==> src/rtl/ex_mem_stage.sv <==
// Execute stage with EX/MEM pipeline register, Z/N flag register and redirect squashing.
// Optional EX_PERF_CNT_EN macro adds branch_taken_cnt / squash_cnt counters.
module ex_mem_stage #(
  parameter int WIDTH        = 32,
  parameter int SQUASH_SLOTS = 2
) (
  input  logic             clock,
  input  logic             reset,
  input  logic             stall,
  input  logic [2:0]       aluOp_ex,
  input  logic             aluSrc_ex,
  input  logic             memRead_ex,
  input  logic             memWrite_ex,
  input  logic             regWrt_ex,
  input  logic             branchZero_ex,
  input  logic             branchNeg_ex,
  input  logic             jump_ex,
  input  logic             jumpMem_ex,
  input  logic [1:0]       writeBackControl_ex,
  input  logic [WIDTH-1:0] pc_plus_y_ex,
  input  logic [WIDTH-1:0] xrs_ex,
  input  logic [WIDTH-1:0] xrt_ex,
  input  logic [WIDTH-1:0] y_ex,
  output logic             redirect,
  output logic [WIDTH-1:0] redirect_target,
  output logic [WIDTH-1:0] alu_result_mem,
  output logic [WIDTH-1:0] xrt_mem,
  output logic [WIDTH-1:0] pc_plus_y_mem,
  output logic             memRead_mem,
  output logic             memWrite_mem,
  output logic             regWrt_mem,
  output logic             jumpMem_mem,
  output logic             valid_mem,
  output logic [1:0]       writeBackControl_mem,
`ifdef EX_PERF_CNT_EN
  output logic [31:0]      branch_taken_cnt,
  output logic [31:0]      squash_cnt,
`endif
  output logic             flag_z,
  output logic             flag_n
);

  localparam logic [1:0] SQ_INIT = 2'(SQUASH_SLOTS);

  function automatic logic signed [WIDTH-1:0] alu_f(
    input logic [2:0]              op,
    input logic signed [WIDTH-1:0] a,
    input logic signed [WIDTH-1:0] b
  );
    case (op)
      3'b000:  alu_f = a + b;
      3'b001:  alu_f = a - b;
      3'b010:  alu_f = -a;
      3'b011:  alu_f = a;
      3'b100:  alu_f = b;
      3'b101:  alu_f = a & b;
      3'b110:  alu_f = a | b;
      default: alu_f = '0;
    endcase
  endfunction

  logic [1:0]              sq_cnt;
  logic                    live;
  logic                    taken;
  logic signed [WIDTH-1:0] opb;
  logic signed [WIDTH-1:0] alu;

  assign opb   = aluSrc_ex ? y_ex : xrt_ex;
  assign alu   = alu_f(aluOp_ex, xrs_ex, opb);
  assign live  = (sq_cnt == 2'd0) && !stall;
  // Flags read here are the ones left by the previous instruction.
  assign taken = live && (jump_ex || (branchZero_ex && flag_z) || (branchNeg_ex && flag_n));

  assign redirect        = taken;
  assign redirect_target = xrs_ex;

  // EX -> MEM boundary
  always_ff @(posedge clock or posedge reset) begin
    if (reset) begin
      sq_cnt               <= 2'd0;
      flag_z               <= 1'b0;
      flag_n               <= 1'b0;
      alu_result_mem       <= '0;
      xrt_mem              <= '0;
      pc_plus_y_mem        <= '0;
      memRead_mem          <= 1'b0;
      memWrite_mem         <= 1'b0;
      regWrt_mem           <= 1'b0;
      jumpMem_mem          <= 1'b0;
      valid_mem            <= 1'b0;
      writeBackControl_mem <= 2'd0;
    end else if (!stall) begin
      if (taken)               sq_cnt <= SQ_INIT;
      else if (sq_cnt != 2'd0) sq_cnt <= sq_cnt - 2'd1;

      if (live && regWrt_ex && !memRead_ex) begin
        flag_z <= (alu == '0);
        flag_n <= alu[WIDTH-1];
      end

      alu_result_mem       <= alu;
      xrt_mem              <= xrt_ex;
      pc_plus_y_mem        <= pc_plus_y_ex;
      valid_mem            <= live;
      memRead_mem          <= live & memRead_ex;
      memWrite_mem         <= live & memWrite_ex;
      regWrt_mem           <= live & regWrt_ex;
      jumpMem_mem          <= live & jumpMem_ex;
      writeBackControl_mem <= live ? writeBackControl_ex : 2'd0;
    end
  end

`ifdef EX_PERF_CNT_EN
  always_ff @(posedge clock or posedge reset) begin
    if (reset) begin
      branch_taken_cnt <= 32'd0;
      squash_cnt       <= 32'd0;
    end else begin
      if (taken)                        branch_taken_cnt <= branch_taken_cnt + 32'd1;
      if (!stall && (sq_cnt != 2'd0))   squash_cnt       <= squash_cnt + 32'd1;
    end
  end
`endif

endmodule

==> config.mk <==
export PLATFORM = sky130hd
export DESIGN_NAME = ex_mem_stage
export DESIGN_NICKNAME = d
export VERILOG_FILES = /design/src/rtl/ex_mem_stage.sv
export SDC_FILE = /design/constraint.sdc
export NUM_CORES = 1
export LEC_CHECK = 0
export CAP_MARGIN = 20
export CORE_ASPECT_RATIO = 0.7
export CORE_MARGIN = 4
export CORE_UTILIZATION = 34
export DETAILED_ROUTE_END_ITERATION = 6
export HOLD_SLACK_MARGIN = 0.08
export PLACE_DENSITY_LB_ADDON = 0.08
export REMOVE_ABC_BUFFERS = 1
export SLEW_MARGIN = 20
export SYNTH_ARGS = -nofsm -noshare
export SYNTH_HDL_FRONTEND = slang
export SYNTH_SLANG_ARGS = --single-unit
export TNS_END_PERCENT = 5
==> constraint.sdc <==
create_clock -name clock -period 8.2 [get_ports clock]
set_input_delay 0.82 -clock clock [delete_from_list [all_inputs] [get_ports clock]]
set_output_delay 0.82 -clock clock [all_outputs]
set_load 0.05 [all_outputs]
## Word level (Yosys, flattened, before mapping)

Cells that the tools add are included.

| operators by class | value |
|---|---|
| $add $sub $neg | 4 |
| eq/ne operators | 6 |
| multiplexer cells | 5 |
| bitwise logic cells | 7 |
| reductions and logical operators | 17 |

Operators by type and width:

| kind | number |
|---|---|
| $pmux 32 s7 | 1 |
| $add 32x32->32 | 1 |
| $and 32x32->32 | 1 |
| $logic_not 32->1 | 1 |
| $mux 32 | 1 |
| $neg 32->32 | 1 |
| $or 32x32->32 | 1 |
| $sub 32x32->32 | 1 |
| $eq 3x3->1 const B | 3 |
| $eq 3x2->1 const B | 2 |
| $logic_and 1x1->1 | 6 |
| $mux 2 | 3 |
| $and 1x1->1 | 4 |
| $reduce_and 2->1 | 2 |
| $reduce_bool 2->1 | 2 |
| $eq 3x1->1 const B | 1 |
| $logic_not 3->1 | 1 |
| $logic_not 1->1 | 2 |
| $logic_not 2->1 | 1 |
| $logic_or 1x1->1 | 2 |
| $sub 2x1->2 const B | 1 |
| $not 1->1 | 1 |

| word-level totals | value |
|---|---|
| flip-flop bits (word level) | 107 |
| output and inout bits | 138 |

## Logic depth before layout (Yosys ltp)

Gate-level depths: netlist of run 1.

| logic depth | value |
|---|---|
| depth in word-level cells | 6 |
| gate-level depth with buffers | 26 |
| gate-level depth less buffers | 23 |

## Worst setup path after synthesis of run 1

Ideal clock, no wire load.

| path | value |
|---|---|
| path type | input-to-reg |
| from | in aluSrc_ex |
| to | reg flag_z |
| arrival | 5201 ps |
| data required time | 8105 ps |
| slack | 2904 ps |
| stages | 25 |
| buffers on the path | 3 |
| path through | buf_4 buf_6 mux2_2 inv_1 ha_1 o21ai_0 nor2_1 nand2_1 nor3_1 a31o_2 and3_1 a31oi_1 xor2_1 ha_1 clkbuf_1 o21ai_0 o211ai_1 a221oi_2 o21a_1 a211oi_1 mux2i_1 o311ai_0 nor4_4 nand3_1 o32ai_2 |

| between the ends | value |
|---|---|
| longest elaborated chain between the ends | 4 |
| elaborated cells on any way between the ends | 7 |
| those cells by class | add/sub (2); mux (2); bitwise (2); reduce/logical (1) |

RTL lines:

| item | line | RTL |
|---|---|---|
| start: declaration | 11 | `input logic aluSrc_ex,` |
| $mux 32 (*) | 68 | `assign opb = aluSrc_ex ? y_ex : xrt_ex;` |
| $sub 32x32->32 (tied with other cells) | 52 | `3'b001: alu_f = a - b;` |
| $pmux 32 s7 (*) | 50 | `case (op)` |
| $logic_not 32->1 (*) | 97 | `flag_z <= (alu == '0);` |
| end signal: assignment | 97 |  |
| end: declaration | 39 | `output logic flag_z,` |

Mark *: on every way between the ends. The rest lies on a longest branch, timed or not.
A chain may end at the register's enable or synchronous reset.

## Worst setup path in the final report of run 1

Same ends and word-level chain as after synthesis.

==> impl_metrics.ini, run 1 <==
[status]
outcome = finished, final reports clean

[floorplan]
die_h_um = 146
start_util_pct = 34.7
io_pins = 282
die_w_um = 206
num_rows = 50
coreArea_um2 = 26800
die_area_um2 = 30100

[synth]
syn-cell-area_um2 = 9310
yosys_warnings = 0
yosysUniqueCellTypes = 92
synthArstFlopShare_pct = 100
syn_avg_cell_area_um2 = 8.82
synth-edff-count = 0
synthCells = 1056
yosysTopAreaCellShare_pct = 28.7
ys.flop_type = dfrtp_1
netlist_top_cells_area = dfrtp_1 29%, mux2_2 11%, a21oi_1 4.9%, ha_1 4.8%, o21ai_0 3.5%
ys_seq_elements = 107
yosysSeqAreaShare_pct = 28.7
netlist.top_cell.by_area = dfrtp_1

[clock_network]
cts.clk_slew.worst_paths_ns = 0.10
cts_tree = done
clockRootBuffer = clkbuf_16
clock_path_buffers = 2
cts_buffers = 9
cts_setup_buffers = 0
cts.sinks = 107
cts_hold_buf = 0
cts_resized = 0
htree_levels = 3
clk_latency_ns = 0.39

[sta]
fmax_mhz = 170
timing.final.crit_period_ns = 5.90
skew_ns = 0.0188
period_share_pct = 71.9
finalSetupTns_ns = 0
worst_pin_slew_ns = 0.941
setup_viol_count_final = 0
rsz0062_at_grt = false
hold_viol = 0
relSlewSlack_pct = 37.2
slew_viol_final = 0

[power_and_ir_drop]
ir_drop_mv = 0.160
seq_power_share_pct = 28.5
swShare_pct = 45.5
powerDensity_nw_per_um2 = 186
power.switching_mw = 1.05
intPower_mw = 1.26
combinationalPowerShare_pct = 51.3
clock_power_share_pct = 20.2
leakagePower_nw = 4.97

[grt]
grt_use_total_pct = 24.1
grt_pass1_wl_um = 55600
antenna_found_initial = 0
grt_pass1_vias = 8652
grt_max_degree = 68
overflow = 0

[finish]
fillCellCount = 2648
antennaDiodeCount = 0
drive_gt1_share_pct = 12.3
stdcell_area_um2 = 12500
final_nets = 1448
area_growth_syn_to_layout_pct = 33.7

[critical_path]
path_cells = buf_2 -> buf_4 -> nor4_1 -> o22ai_1 -> or2_1 -> nor4b_4 -> and2_1 -> a21oi_1 -> nor2_1 -> xnor2_1 -> ha_1 -> a21oi_1 -> o21bai_1 -> a21oi_1 -> nor2_1 -> nor3_1 -> a211oi_1 -> a211o_1 -> nor4_4 -> nand3_1 -> o32ai_2
critical_path.endpoint_type = flip-flop
crit_family = simple AND/OR/NAND/NOR gates
start_kind = input pin
cp_common_cell = a21oi_1
arrival_ns = 6.20
cp.buffers_inverters = 2
required_ns = 8.51
cp_max_fo = 24
cp_slowest_cell = nor4_1
crit_type = input pin to flip-flop
cp_slowest_stage_delay_ns = 0.59

[detailed_routing]
dr.pass1.iters = 5
viasPerCell = 5.61
routed-via-count = 9172
ant_nets = 0
drc = 0
wirelength_um = 37000
drt_iter0_drc = 909
wl_per_cell_um = 22.6

[placement]
numPortBuffers = 281
place_congestion = 0.966
hpwl_um = 28900
place_area_um2 = 12200

[run]
cap_viol_max_count = 0

[min_path]
hold_class = flip-flop to flip-flop
==> kinds of logic after synthesis <==
| family | share of synthesized area, % |
|---|---|
| muxes | 14.5 |
| DFF | 28.7 |
| buffers and inverters | 6.73 |
| and+or+nand+nor | 16.7 |
| xor gates and xnor gates | 5.92 |
| adders and majority gates | 5.05 |
| AOI/OAI and AO/OA | 22.3 |
==> Yosys cell counts, types with 11 or more instances <==
cell type and instances:
a211oi_1 16, a21o_1 22, a21oi_1 92, a31oi_1 16, and3_1 12, buf_4 36, clkbuf_1 42, dfrtp_1 107
ha_1 36, inv_1 25, mux2_2 93, mux2i_1 26, nand2_1 82, nand3_1 22, nand4_1 12, nor2_1 54
nor3_1 23, nor3b_1 11, o21ai_0 65, xnor2_1 30, xor2_1 33
==> state kept, by name, summed over array words and instances, names as in the netlist, 2 cells and up <==
signal                cells
alu_result_mem           32
pc_plus_y_mem            32
sq_cnt                    2
writeBackControl_mem      2
xrt_mem                  32
==> power by group through the flow <==
stage / Combinational [mW] / Clock (mW) / Sequential, mW
2_1_floorplan: 0.420 / 0 / 0.927
3_3_place_gp: 1.17 / 0 / 0.665
3_5_place_dp: 1.17 / 0 / 0.666
4_1_cts: 1.18 / 0.482 / 0.657
5_1_grt: 1.26 / 0.500 / 0.669
6_report: 1.19 / 0.467 / 0.658
==> final timing paths <==
path | from | endpoint | slack (ns) | cells past startpoint
setup / recovery | aluSrc_ex | flag_z | 2.30 | 21
hold / removal | valid_mem | valid_mem | 0.49 | 1
setup reg to reg | sq_cnt[0] | flag_z | 4.87 | 10
hold reg to reg | valid_mem | valid_mem | 0.49 | 1
max in group asynchronous | reset | alu_result_mem[30] | 6.04 | 3
min in group asynchronous | reset | pc_plus_y_mem[14] | 0.82 | 2
==> area by class of cell <==
cell class	count	area (um^2)	share of cell area, %
Multi-Input combinational cell	827	6010	48.3
Timing Repair Buffer	296	2910	23.4
Sequential cell	107	2680	21.5
Tap cell	364	455	3.66
Clock buffer	10	229	1.84
Inverter	26	100	0.804
Clock inverter	6	65.1	0.523
==> metrics by stage <==
step	util [%]	worst slack [ns]	hold WS (ns)	power, mW	instances
5_1_grt	46.4	1.83	0.518	2.43	1636
4_1_cts	46.4	2.41	0.489	2.32	1636
2_1_floorplan	-	2.64	0.495	1.35	960
6_report	46.4	2.30	0.490	2.31	1636
3_5_place_dp	45.3	2.01	0.474	1.84	1620
3_3_place_gp	45.3	1.96	0.463	1.84	1620
==> per-layer routing <==
layer  global-route usage (%)  share of wire (%)  wire length [um]
met5                        0                  0                 0
met4                     3.19               0.77               284
met3                     11.7                 13              4940
met2                     31.1                 38             14200
met1                     36.5                 48             17600
==> cell usage in the layout (no fill, tap or decap), types with 23 or more instances in the layout <==
cell type and count:
xor2_1 33, mux2i_1 26, ha_1 36, dfrtp_1 107, nor3_1 23, clkdlybuf4s50_1 278
inv_1 24, xnor2_1 30, mux2_2 93, nand2_1 82, o21ai_0 65, a21oi_1 92
nor2_1 53
(Power assumes the default switching activity.)
==> run 2, diff against run 1 <==
Clock period 8.2 ns to 6.1 ns, I/O delays scaled along.
==> run 2 against run 1 <==
Via count grew 1.3%. Sequential share of layout area down 0.19 points. Final cell count grew 1.1%. Critical path depth grew 2. Critical path type unchanged. Cell area is 0.91% higher.
==> impl_metrics.ini, run 2 (synthesis results as in run 1) <==
[status]
outcome = finished, final reports clean

[detailed_routing]
ant_nets = 0
wirelength_um = 36700
drc = 0
dr.pass1.iters = 6
drt_iter0_drc = 999
routed-via-count = 9289
wl_per_cell_um = 22.2
viasPerCell = 5.62

[clock_network]
cts_tree = done
cts_buffers = 9
cts_resized = 0
clk_latency_ns = 0.38
clockRootBuffer = clkbuf_16
cts_hold_buf = 0
htree_levels = 3
cts.sinks = 107
cts_setup_buffers = 0
clock_path_buffers = 2
cts.clk_slew.worst_paths_ns = 0.09

[critical_path]
required_ns = 6.38
start_kind = input pin
cp.buffers_inverters = 2
reg2reg_depth = 10
critical_path.endpoint_type = flip-flop
path_depth = 23
arrival_ns = 5.86
cp_slowest_cell = or3b_2
cp_slowest_stage_delay_ns = 0.49
reg2reg_to = flag_z
rrSetupSlack_ns = 2.74
critPathLaunch = xrt_ex[0]
crit_type = input pin to flip-flop
cp_max_fo = 10
r2r-start = sq_cnt[0]
path_cells = clkdlybuf4s50_1 -> mux2_2 -> inv_1 -> ha_1 -> o21ai_0 -> nor2_1 -> nand2_1 -> nor3_1 -> a31o_2 -> and2_1 -> a21oi_1 -> xor2_1 -> ha_1 -> a21oi_1 -> o211ai_1 -> a221oi_2 -> o21a_1 -> nand2_2 -> a31oi_1 -> xnor2_1 -> o22ai_1 -> or3b_2 -> o32ai_2
crit_family = compound AO/OA/AOI/OAI gates

[min_path]
hold_class = flip-flop to flip-flop
worst_hold_startpoint = alu_result_mem[21]
min_to = alu_result_mem[21]
min_path_cells = 2

[finish]
area_growth_syn_to_layout_pct = 34.9
drive_gt1_share_pct = 13.3
final_nets = 1465
final_cell_mix = 278 x clkdlybuf4s50_1, 107 x dfrtp_1, 93 x mux2_2, 92 x a21oi_1, 82 x nand2_1
final_common_cell = clkdlybuf4s50_1
stdcell_area_um2 = 12600
final_util_pct = 46.8
fillCellCount = 2597
reg_top3 = alu_result_mem x32, pc_plus_y_mem x32, xrt_mem x32

[power_and_ir_drop]
intPower_mw = 1.70
leakagePower_nw = 5.04
swShare_pct = 45.0
ir_drop_mv = 0.162
combinationalPowerShare_pct = 52.0
clock_power_share_pct = 19.4
powerDensity_nw_per_um2 = 245
power.switching_mw = 1.39
seq_power_share_pct = 28.7

[sta]
skew_ns = 0.00963
slew_viol_final = 0
fmax_mhz = 179
hold_viol = 0
setup_viol_count_final = 0
relSlewSlack_pct = 41.3
rsz0062_at_grt = false
timing.final.crit_period_ns = 5.58
finalSetupTns_ns = 0
worst_pin_slew_ns = 0.866
period_share_pct = 91.4

[placement]
numPortBuffers = 281
hpwl_um = 28600
place_congestion = 0.966
place_area_um2 = 12300

[floorplan]
start_util_pct = 34.7
io_pins = 282
coreArea_um2 = 26800
die_area_um2 = 30100
num_rows = 50
die_h_um = 146
die_w_um = 206

[grt]
grt_max_degree = 62
grt_pass1_vias = 8736
grt_pass1_wl_um = 55500
antenna_found_initial = 0
grt_use_total_pct = 23.9
overflow = 0

[run]
cap_viol_max_count = 0
[run 2: changes by cell type in the layout (fill, tap and decap cells not counted)]
cell / delta
diode_2: +1
inv_6: -1
nor2_1: +1
inv_8: -2
clkbuf_1: +1
nor2_2: -1
clkinvlp_4: +1
buf_4: +17
clkinv_2: +1
[run 2: power groups by stage]
stage | combinational [mW] | sequential [mW] | clock (mW)
global route | 1.70 | 0.899 | 0.646
floorplan | 0.564 | 1.25 | 0
detailed placement | 1.59 | 0.895 | 0
finish | 1.60 | 0.883 | 0.597
CTS | 1.60 | 0.884 | 0.625
global placement | 1.59 | 0.896 | 0
[run 2: metal layers]
metal / track usage (%) / routed length, um
met1: 36.8 / 17200
met2: 31.3 / 14300
met3: 9.68 / 4780
met4: 3.76 / 442
met5: 0 / 0
[run 2: worst max path at each step]
stage / to
3_3_place_gp: flag_z
4_1_cts: flag_z
5_1_grt: flag_z
6_report: flag_z
2_1_floorplan: flag_z
3_5_place_dp: flag_z
[run 2: area by class of cell]
| cell class | instances | area [um^2] | area share, % |
|---|---|---|---|
| Clock buffer | 11 | 233 | 1.85 |
| Inverter | 26 | 100 | 0.797 |
| Sequential cell | 107 | 2680 | 21.3 |
| Timing Repair Buffer | 313 | 3040 | 24.2 |
| Tap cell | 364 | 455 | 3.62 |
| Clock inverter | 5 | 46.3 | 0.368 |
| Multi-Input combinational cell | 827 | 6010 | 47.8 |
| Antenna cell | 1 | 2.50 | 0.0199 |
[run 2: worst register-to-register path, stage by stage (launching register included)]
cell       delay [ns]
dfrtp_1          0.39
inv_1            0.07
ha_1             0.17
nor2b_1          0.54
and3b_1          0.50
and4_1           0.41
nand4bb_1        0.16
nand4b_1         0.33
nor4_2           0.30
nand3_1          0.13
o32ai_2          0.28
[run 2: metrics by stage]
stage	power [mW]	std cells	hold slack, ns	setup slack, ns
6_report	3.08	1654	0.483	0.523
5_1_grt	3.25	1653	0.514	0.133
4_1_cts	3.10	1653	0.494	0.551
3_5_place_dp	2.48	1637	0.475	0.146
3_3_place_gp	2.49	1637	0.463	0.248
2_1_floorplan	1.81	960	0.495	0.752
==> run 3, diff against run 2 <==
Settings changed: GPL_ROUTABILITY_DRIVEN set to 0, SKIP_CTS_REPAIR_TIMING set to 1.
==> run 3 against run 2 <==
Count of clock-buffer cells in the layout is 1 lower. Sequential share of layout area hardly changed. Cell area hardly changed. Worst setup slack worse by 0.059 ns. Clock power hardly changed. Flip-flop and latch count stayed put. Largest cell class unchanged. Global-route usage is 0.091 points higher.
==> impl_metrics.ini, run 3 (synthesis results as in run 1) <==
[floorplan]
start_util_pct = 34.7
die_w_um = 206
die_h_um = 146
num_rows = 50
die_area_um2 = 30100
io_pins = 282
coreArea_um2 = 26800

[status]
outcome = finished, final reports clean

[finish]
stdcell_area_um2 = 12600
final_util_pct = 46.8
layout.cells.non_filler = 1652
reg_top3 = alu_result_mem x32, pc_plus_y_mem x32, xrt_mem x32
antennaDiodeCount = 0
drive_gt1_share_pct = 13.3
final_nets = 1465
area_growth_syn_to_layout_pct = 34.8
final_cell_mix = 278 x clkdlybuf4s50_1, 107 x dfrtp_1, 93 x mux2_2, 92 x a21oi_1, 82 x nand2_1
final_common_cell = clkdlybuf4s50_1

[power_and_ir_drop]
intPower_mw = 1.69
swShare_pct = 45.0
combinationalPowerShare_pct = 52.0
powerDensity_nw_per_um2 = 245
power.switching_mw = 1.39
power_mw = 3.08
ir_drop_mv = 0.169
seq_power_share_pct = 28.7
clock_power_share_pct = 19.3
leakagePower_nw = 5.04

[sta]
worst_pin_slew_ns = 0.840
period_share_pct = 92.4
finalSetupTns_ns = 0
whs_ns = 0.484
fmax_mhz = 177
rsz0062_at_grt = false
layout_setup_ws_ns = 0.464
slew_viol_final = 0
hold_viol = 0
setup_viol_count_final = 0
timing.final.crit_period_ns = 5.64
skew_ns = 0.0131
relSlewSlack_pct = 43.1

[grt]
overflow = 0
grt_pass1_wl_um = 55500
antenna_found_initial = 0
grt_pass1_vias = 8723
grt_use_total_pct = 23.9
grt_max_degree = 65

[detailed_routing]
drt_iter0_drc = 1013
dr.pass1.iters = 5
routed-via-count = 9294
wirelength_um = 37000
drc = 0
wl_per_cell_um = 22.4
viasPerCell = 5.63
ant_nets = 0

[placement]
placedCellCount = 1637
numPortBuffers = 281
hpwl_um = 28400
pre_cts_ws_ns = 0.191
place_area_um2 = 12300

[clock_network]
clockRootBuffer = clkbuf_16
cts_buffers = 9
clock_path_buffers = 2
htree_levels = 3
cts.sinks = 107
clk_latency_ns = 0.38
cts.clk_slew.worst_paths_ns = 0.09
cts_tree = done

[critical_path]
crit_type = input pin to flip-flop
required_ns = 6.40
critical_path.endpoint_type = flip-flop
arrival_ns = 5.94
start_kind = input pin
cp_max_fo = 10

[run]
cap_viol_max_count = 0

[min_path]
hold_class = flip-flop to flip-flop
[run 3: cell types whose count changed in the layout (fill, tap and decap cells not counted), sizes merged]
| cell | previous run | this run |
|---|---|---|
| diode | 1 | 0 |
| clkbuf | 11 | 10 |
| clkinvlp | 1 | 0 |
| clkinv | 3 | 4 |
[run 3: layout make-up]
| class | count | area [um^2] |
|---|---|---|
| Clock buffer | 10 | 229 |
| Fill cell | 2608 | 14300 |
| Clock inverter | 5 | 47.5 |
| Inverter | 26 | 100 |
| Timing Repair Buffer | 313 | 3040 |
| Multi-Input combinational cell | 827 | 6010 |
| Sequential cell | 107 | 2680 |
| Tap cell | 364 | 455 |
[run 3: power groups by stage]
stage | Sequential (mW) | Clock [mW] | Combinational, mW
2_1_floorplan | 1.25 | 0 | 0.564
3_3_place_gp | 0.895 | 0 | 1.59
3_5_place_dp | 0.895 | 0 | 1.58
4_1_cts | 0.884 | 0.618 | 1.59
5_1_grt | 0.901 | 0.645 | 1.70
6_report | 0.884 | 0.596 | 1.60
[run 3: layer usage]
metal	vias to the layer above	GRT usage (%)	part of all wire [%]
met2	448	31.1	39
li1	4364	-	-
met5	-	0	0
met4	0	3.49	0.96
met3	22	10.5	12
met1	4460	36.8	48
[run 3: worst max-delay path: stages]
cell and delay [ns]:
clkdlybuf4s50_1 0.44, mux2_2 0.31, inv_1 0.08, ha_1 0.16
o21ai_0 0.18, nor2_1 0.15, nand2_1 0.08, nor3_1 0.23
a31o_2 0.24, and2_1 0.21, a21oi_1 0.10, xor2_1 0.16
ha_1 0.41, a21oi_1 0.25, o211ai_1 0.14, a221oi_2 0.32
o21a_1 0.21, nand2_2 0.12, a31oi_1 0.31, xnor2_1 0.16
o22ai_1 0.34, or3b_2 0.50, o32ai_2 0.20
[run 3: final timing paths]
path	startpoint	end	slack (ns)	cells after the start
worst max register to register	sq_cnt[0]	flag_z	2.79	10
min in group asynchronous	reset	pc_plus_y_mem[14]	0.69	2
worst min-delay path	alu_result_mem[15]	alu_result_mem[15]	0.48	2
max in group asynchronous	reset	xrt_mem[14]	4.15	3
worst min register to register	alu_result_mem[15]	alu_result_mem[15]	0.48	2
worst max-delay path	xrt_ex[0]	flag_z	0.46	23
